`config.mk`:
```
export PLATFORM = sky130hd
export DESIGN_NAME = tone_scheduler
export DESIGN_NICKNAME = d
export VERILOG_FILES = /design/src/rtl/tone_scheduler.sv
export SDC_FILE = /design/constraint.sdc
export NUM_CORES = 1
export LEC_CHECK = 0
export ABC_AREA = 1
export CAP_MARGIN = 20
export CELL_PAD_IN_SITES_DETAIL_PLACEMENT = 1
export CELL_PAD_IN_SITES_GLOBAL_PLACEMENT = 2
export CORE_MARGIN = 1
export CORE_UTILIZATION = 34
export DETAILED_ROUTE_END_ITERATION = 16
export PLACE_DENSITY_LB_ADDON = 0.1
export SYNTH_ARGS = -nofsm -noshare
export SYNTH_HDL_FRONTEND = slang
export SYNTH_SLANG_ARGS = --single-unit
```
`constraint.sdc`:
```
create_clock -name clk -period 8.3 [get_ports clk]
set_input_delay 1.66 -clock clk [delete_from_list [all_inputs] [get_ports clk]]
set_output_delay 1.66 -clock clk [all_outputs]
set_load 0.02 [all_outputs]
```
`src/rtl/tone_scheduler.sv`:
```
// tone_scheduler: reduces the raw held-key bus to a single sounding note
// (last-note priority, minimum hold before preemption) and drives a ramped
// attack/sustain/release volume toward the tone generator.
module tone_scheduler #(
    parameter int TICK_DIV       = 50000,
    parameter int MIN_HOLD_TICKS = 20,
    parameter int RAMP_STEP      = 8
) (
    input  logic        clk,
    input  logic        rst,
    input  logic [15:0] keys,
    input  logic [7:0]  max_volume,
    output logic [15:0] key_out,
    output logic [7:0]  volume_out,
    output logic [3:0]  note_idx,
    output logic        busy
);
    localparam int            TW        = $clog2(TICK_DIV);
    localparam int            HW        = $clog2(MIN_HOLD_TICKS + 2);
    localparam logic [TW-1:0] TICK_LAST = TW'(TICK_DIV - 1);
    localparam logic [HW-1:0] HOLD_MAX  = HW'(MIN_HOLD_TICKS);
    localparam logic [7:0]    STEP      = 8'(RAMP_STEP);

    localparam logic [1:0] S_IDLE    = 2'd0;
    localparam logic [1:0] S_ATTACK  = 2'd1;
    localparam logic [1:0] S_SUSTAIN = 2'd2;
    localparam logic [1:0] S_RELEASE = 2'd3;

    logic [1:0]        state, state_n;
    logic [TW-1:0]     tick_cnt;
    logic              tick;
    logic              fresh;       // first cycle after reset: ignore held keys
    logic [15:0]       keys_q;
    logic [HW-1:0]     hold, hold_n;
    logic [15:0]       pend, pend_n; // one-hot pending key, 0 when empty
    logic [15:0]       key_n;
    logic [7:0]        vol_n;
    logic [15:0]       new_press, press_lo, keys_lo;
    logic              hold_done;
    logic              sw;
    logic [15:0]       sw_key;
    logic [8:0]        vol_up;
    logic signed [8:0] vol_dn;
    logic [7:0]        atk_vol, rel_vol, sus_vol;

    // Isolate the lowest set bit
    function automatic logic [15:0] lowest(input logic [15:0] v);
        return v & (~v + 16'd1);
    endfunction

    // Binary encode of a one-hot key vector (0 when empty)
    function automatic logic [3:0] enc(input logic [15:0] v);
        logic [3:0] r;
        r = '0;
        for (int i = 0; i < 16; i++)
            if (v[i]) r = 4'(i);
        return r;
    endfunction

    assign tick      = (tick_cnt == TICK_LAST);
    assign new_press = fresh ? 16'h0 : (keys & ~keys_q);
    assign press_lo  = lowest(new_press);
    assign keys_lo   = lowest(keys);
    assign hold_done = (hold >= HOLD_MAX);
    assign busy      = (state != S_IDLE);

    // Envelope arithmetic: 9-bit add saturating at max_volume, signed subtract
    assign vol_up  = {1'b0, volume_out} + {1'b0, STEP};
    assign vol_dn  = $signed({1'b0, volume_out}) - $signed({1'b0, STEP});
    assign atk_vol = (vol_up > {1'b0, max_volume}) ? max_volume : vol_up[7:0];
    assign rel_vol = (vol_dn < 9'sd0) ? 8'd0 : vol_dn[7:0];
    assign sus_vol = (vol_dn < $signed({1'b0, max_volume})) ? max_volume : vol_dn[7:0];

    // Envelope tick divider
    always_ff @(posedge clk) begin
        if (rst || tick) tick_cnt <= '0;
        else             tick_cnt <= tick_cnt + 1'b1;
    end

    // Next-note selection and envelope stepping
    always_comb begin
        state_n = state;
        key_n   = key_out;
        vol_n   = volume_out;
        hold_n  = hold;
        pend_n  = pend;
        sw      = 1'b0;
        sw_key  = '0;
        case (state)
            S_IDLE: begin
                if (new_press != 16'h0) begin
                    key_n   = press_lo;
                    hold_n  = '0;
                    vol_n   = '0;
                    pend_n  = '0;
                    state_n = S_ATTACK;
                end
            end
            S_RELEASE: begin
                if (new_press != 16'h0) begin
                    key_n   = press_lo;
                    hold_n  = '0;
                    pend_n  = '0;
                    state_n = S_ATTACK;
                end else if (tick) begin
                    vol_n = rel_vol;
                    if (rel_vol == 8'd0) begin
                        state_n = S_IDLE;
                        key_n   = '0;
                    end
                end
            end
            default: begin
                if ((keys & key_out) == 16'h0) begin
                    // Current key let go: fall back immediately, min hold ignored
                    pend_n = '0;
                    if (keys == 16'h0) begin
                        state_n = S_RELEASE;
                    end else begin
                        sw = 1'b1;
                        if (new_press != 16'h0)          sw_key = press_lo;
                        else if ((pend & keys) != 16'h0) sw_key = pend;
                        else                             sw_key = keys_lo;
                    end
                end else if (new_press != 16'h0) begin
                    if (hold_done) begin
                        sw     = 1'b1;
                        sw_key = press_lo;
                        pend_n = '0;
                    end else begin
                        pend_n = press_lo;
                    end
                end else if (pend != 16'h0 && hold_done) begin
                    pend_n = '0;
                    if ((pend & keys) != 16'h0) begin
                        sw     = 1'b1;
                        sw_key = pend;
                    end
                end

                if (keys != 16'h0) begin
                    if (tick) begin
                        if (!hold_done) hold_n = hold + 1'b1;
                        if (state == S_ATTACK) begin
                            vol_n = atk_vol;
                            if (atk_vol == max_volume) state_n = S_SUSTAIN;
                        end else if (max_volume > volume_out) begin
                            state_n = S_ATTACK;
                        end else if (max_volume < volume_out) begin
                            vol_n = sus_vol;
                        end
                    end
                    // Legato switch: keep the volume, re-attack only if below target
                    if (sw) begin
                        key_n  = sw_key;
                        hold_n = '0;
                        if (vol_n < max_volume) state_n = S_ATTACK;
                    end
                end
            end
        endcase
    end

    // Scheduler state, selected note and envelope registers
    always_ff @(posedge clk) begin
        if (rst) begin
            state      <= S_IDLE;
            key_out    <= '0;
            note_idx   <= '0;
            volume_out <= '0;
            hold       <= '0;
            pend       <= '0;
            keys_q     <= '0;
            fresh      <= 1'b1;
        end else begin
            state      <= state_n;
            key_out    <= key_n;
            note_idx   <= enc(key_n);
            volume_out <= vol_n;
            hold       <= hold_n;
            pend       <= pend_n;
            keys_q     <= keys;
            fresh      <= 1'b0;
        end
    end
endmodule

```
**Yosys cells after proc, flatten, opt, wreduce, memory -nomap -nowiden**

Index checks and enable logic that the tools add are counted.

- Register bits after elaboration: 84
- Output and inout bits: 29

- Add/sub/neg operators: 6
- Magnitude comparators: 7
- Equal/unequal tests: 11
- Multiplexer cells: 79
- Bitwise gates (word level): 8
- Reduce and logical (&&, ||, !) cells: 22

Operators by type and width:

| operator | count |
|---|---|
| two-way mux 16 bit | 21 |
| two-way mux 8 bit | 13 |
| AND 16 bit | 5 |
| nonzero test 16 bit | 4 |
| two-way mux 4 bit | 14 |
| adder 16 x 1 -> 16 bit, second input constant | 3 |
| NOT 16 bit | 3 |
| logical NOT 16 bit | 2 |
| one-hot mux 16 bit (2 select lines) | 1 |
| two-way mux 5 bit | 6 |
| two-way mux 2 bit | 13 |
| equality test 16 bit, second input constant | 1 |
| < comparator 8 bit | 2 |
| one-hot mux 8 bit (2 select lines) | 1 |
| nonzero test 3 bit | 4 |
| adder 8 x 4 -> 9 bit, second input constant | 1 |
| greater-than comparator 9 x 8 -> 1 bit | 1 |
| < comparator 9 x 1 -> 1 bit, second input constant | 1 |
| < comparator 9 bit | 1 |
| two-way mux 1 bit | 9 |
| subtractor 8 x 4 -> 9 bit, second input constant | 1 |
| equality test 8 bit | 1 |
| greater-than comparator 8 bit | 1 |
| logical NOT 8 bit | 1 |
| other kinds (18) | 23 |

**Depth between registers and ports, before layout**

- Depth in word-level cells: 27
- Mapped depth: 30
- Depth with buffers taken out: 29

**Worst setup path after synthesis**

No wires, ideal clock.

- Kind: input port to flip-flop
- Start: input max_volume[1]
- End: register state[1]
- Arrival: 4.283 ns
- Data required time: 8.168 ns
- Setup slack: 3.885 ns
- Stages: 23
- Cells stage by stage: inv_1 ha_1 inv_1 nor2_1 o21ai_0 nand2_1 nand2_1 nand3_1 inv_1 clkbuf_1 o21ai_0 o22ai_1 nor2_1 a211oi_1 ha_1 nand2_1 nor2_1 a2111oi_0 nand2_1 nand2_1 nand2_1 nand2_1 a21oi_1

- Cells in the longest elaborated chain, start to end: 13

RTL lines:

| element | line | text |
|---|---|---|
| from (decl) | 12 | `input logic [7:0] max_volume,` |
| < comparator 9 bit | 72 | `assign sus_vol = (vol_dn < $signed({1'b0, max_volume})) ? max_volume : vol_dn[7:0];` |
| two-way mux 8 bit | 72 |  |
| two-way mux 8 bit | 149 | `end else if (max_volume < volume_out) begin` |
| two-way mux 8 bit | 147 | `end else if (max_volume > volume_out) begin` |
| two-way mux 8 bit | 144 | `if (state == S_ATTACK) begin` |
| two-way mux 8 bit | 142 | `if (tick) begin` |
| two-way mux 8 bit | 141 | `if (keys != 16'h0) begin` |
| two-way mux 8 bit | 89 | `case (state)` |
| < comparator 8 bit | 157 | `if (vol_n < max_volume) state_n = S_ATTACK;` |
| two-way mux 2 bit | 157 |  |
| two-way mux 2 bit (*) | 154 | `if (sw) begin` |
| two-way mux 2 bit (*) | 141 |  |
| one-hot mux 2 bit (2 select lines) (*) | 89 |  |
| to (signal assigned) | 176 | `state <= state_n;` |
| to (decl) | 29 | `logic [1:0] state, state_n;` |

Mark *: on every way between the ends. The rest lies on a longest branch, timed or not. The select of a mux whose other input is x is not followed.
A chain may end at the register's enable or synchronous reset.

**Worst setup path in the final report**

- Start: input max_volume[4]
- End: register state[1]

Same word-level chain as after synthesis.

==> out/qor.yml <==
initial_core_util_pct: 34.8
rows: 50
total_cts_buffers: 9
max-clock-path-buffers: 2
sink_of_the_worst_hold_path: "tick_cnt[0]"
setup_total_negative_slack_ns: 0
regToRegEndpoint: "state[1]"
grt_pass1_vias: 7041
antenna_cells: 0
mappedNetlistArea_um2: 6510
critPathCaptureType: "register"
placement.cell_area_um2: 7210
synthesis.nets: 1119
yosys_register_bits: 84
clk_root_buffer_cell: "sky130_fd_sc_hd__clkbuf_16"
fin_hold_ws_ns: 0.448
post_route_cells_drive_above_1_share_pct: 5.98
core_area_um2: 18700
post_drt_wl_per_cell_um: 17.4
hold_class: "reg2reg"
worst_hold_path.num_cells: 1
clkLatencyLatePin_ns: 0.36
drc: 0
detailroute.via_count: 7091
yosys_warnings: 0
grt_first_pass_wirelength_mm: 38.1
slew_headroom_pct: 42.8
status: "finished clean"
synth_top_area_share_pct: 25.8
iteration_0_drc_count_of_the_detailed_router: 331
port-buffer-count: 54
cts_setup_buffers: 0
worst_r2r_startpoint: "volume_out[3]"
critPathMaxStageDelay_ns: 0.58
finish.net_count: 1160
setup_viol: 0
post-synth-top-count-cell: "sky130_fd_sc_hd__nand2_1"
htree_num_levels: 3
hold_start: "tick_cnt[0]"
critical_path.slowest_cell: "sky130_fd_sc_hd__clkdlybuf4s50_1"
top_level_ports: 55
worst_ir_drop_vdd_mv: 0.128
dp_hpwl_mm: 17.9
rsz0062_at_grt: "no"
clkTransAtPathRegs_ns: 0.07
synth_area_leader_cell: "sky130_fd_sc_hd__dfxtp_1"
route.final.wire_length_mm: 23.3
drt_pass1_iterations: 4
power.density_nw_per_um2: 234
maxSlewViolCount: 0
fp.dieW_um: 140
final_cell_area_um2: 7490
cp_cell_sequence: "clkdlybuf4s50_1 > inv_1 > ha_1 > a21oi_1 > a21boi_0 > nor2_1 > nor2_1 > nand2_1 > nand2_2 > nand2_1 > o21ai_1 > nor2_1 > a211oi_1 > ha_1 > nand2_1 > nor2_1 > a2111oi_0 > nand2_1 > nand2_1 > nand2_1 > nand2_1 > a21oi_1"
die_area_um2: 19700
sequential_element_share_of_the_synthesized_area_pct: 25.8
detail_route.vias_per_cell: 5.30
main_synth_ff_type: "sky130_fd_sc_hd__dfxtp_1"
tritoncts: "done"
critPathKind: "in2reg"
area_delta_synth_final_pct: 15.2
startpoint_type: "input port"
multiInputGateArea_um2: 4130
finalWorstPathRequiredPeriod_ns: 5.34
layout.area.seq_um2: 1680
hold_buffers: 0
cp.arrival_ns: 5.54
synth-edff-count: 0
asyncSetResetFlopFracSynth_pct: 0
postCtsResizedCells: 0
timing.clock.skew_ns: 0.0113
drv.max_cap_violation_count: 0
worst_pin_slew_ns: 0.859
netlist_top_cells_area: "sky130_fd_sc_hd__dfxtp_1 (26%), sky130_fd_sc_hd__nand2_1 (16%), sky130_fd_sc_hd__nor2_1 (8.1%)"
drtAntennaViolNets: 0
period_share_pct: 64.3
final-hold-violation-count: 0
crit_path_max_fanout: 16
critical_path_required_ns: 8.51
routability_congestion_estimate_from_global_placement: 0.844
yosys.cell_types.count: 55
worst_path_most_repeated_cell: "sky130_fd_sc_hd__nand2_1"
power.leakage_nw: 3.35
cts.sink_count: 84
rrSetupSlack_ns: 3.77
yosys-top-cells-count: "sky130_fd_sc_hd__nand2_1 (286), sky130_fd_sc_hd__nor2_1 (140), sky130_fd_sc_hd__inv_1 (132)"
fillers: 2513
grt_start_max_net_pins: 65
chipHeight_um: 140
grt_antenna_before_repair: 0
ff2ff_path_depth: 24
grt_remaining_overflow: 0
synth_cells: 1058
fmax_mhz: 187
syn_area_per_cell_um2: 6.15
global_route.usage.total_pct: 24.7
[worst max-delay path by stage]
| stage | from | endpoint | slack, ns | cells past startpoint |
|---|---|---|---|---|
| after detailed placement | max_volume[2] | state[1] | 2.65 | 22 |
| final | max_volume[4] | state[1] | 2.96 | 22 |
| after CTS | max_volume[2] | state[1] | 3.01 | 22 |
| after global placement | max_volume[2] | state[1] | 2.78 | 22 |
| after floorplan | max_volume[1] | state[1] | 3.88 | 23 |
| after global routing | max_volume[2] | state[1] | 2.46 | 22 |
[through the flow]
| stage | total power (W) | util (%) | worst slack [ns] | cells |
|---|---|---|---|---|
| after floorplan | 0.00106 | - | 3.88 | 1058 |
| after global placement | 0.00135 | 38.6 | 2.78 | 1322 |
| after detailed placement | 0.00135 | 38.6 | 2.65 | 1322 |
| after CTS | 0.00176 | 40.1 | 3.01 | 1338 |
| after global routing | 0.00188 | 40.1 | 2.46 | 1338 |
| final | 0.00175 | 40.1 | 2.96 | 1338 |
[state kept, by name, indices dropped and copies added, names as in the netlist]
register    count
fresh           1
hold            5
key_out        16
keys_q         16
note_idx        4
pend           16
state           2
tick_cnt       16
volume_out      8
[per-layer routing]
metal / part of all wire, % / track usage (%) / wire [µm]
met1: 53 / 36.4 / 12300
met2: 42 / 37.5 / 9870
met3: 3.7 / 3.86 / 869
met4: 1.1 / 5.32 / 253
met5: 0 / 0 / 0
[cell type report]
class                           count  share of cell area, %
Multi-Input combinational cell    801                   55.1
Clock buffer                       11                   3.24
Clock inverter                      5                  0.501
Sequential cell                    84                   22.4
Tap cell                          234                   3.91
Inverter                          145                   7.26
Timing Repair Buffer               58                   7.55
[worst max-delay path: cells and delay by family]
kind | cells | cell delay (ns)
AO/OA/AOI/OAI | 6 | 1.36
adder cells (fa/ha/maj) | 2 | 0.64
buffers and inverters | 2 | 0.72
AND/OR/NAND/NOR | 12 | 1.16
[power breakdown]
| group | internal (W) | total, W | switching [W] |
|---|---|---|---|
| clock network | 0.000212 | 0.000401 | 0.000189 |
| logic | 0.000264 | 0.000857 | 0.000593 |
| registers | 0.000452 | 0.000494 | 0.0000420 |
| total | 0.000928 | 0.00175 | 0.000824 |
[cell families after synthesis]
logic type	after synthesis	share of synthesized area [%]
AO/OA/AOI/OAI	189	17.7
XOR/XNOR	5	0.673
adder cells (fa/ha/maj)	35	6.73
buffers and inverters	173	10.7
flip-flops	84	25.8
AND/OR/NAND/NOR	572	38.4
[cells in the final DEF (no fill, tap or decap), types with 13 or more instances in the layout]
master and count:
sky130_fd_sc_hd__nor2_1 140, sky130_fd_sc_hd__a21oi_1 59, sky130_fd_sc_hd__o21ai_0 47, sky130_fd_sc_hd__ha_1 35, sky130_fd_sc_hd__nor3_1 21, sky130_fd_sc_hd__inv_2 13, sky130_fd_sc_hd__clkdlybuf4s50_1 53, sky130_fd_sc_hd__nand2_1 286
sky130_fd_sc_hd__dfxtp_1 84, sky130_fd_sc_hd__nand3_1 63, sky130_fd_sc_hd__inv_1 132, sky130_fd_sc_hd__a31oi_1 15
No activity file was read; power rests on OpenSTA's default activity.
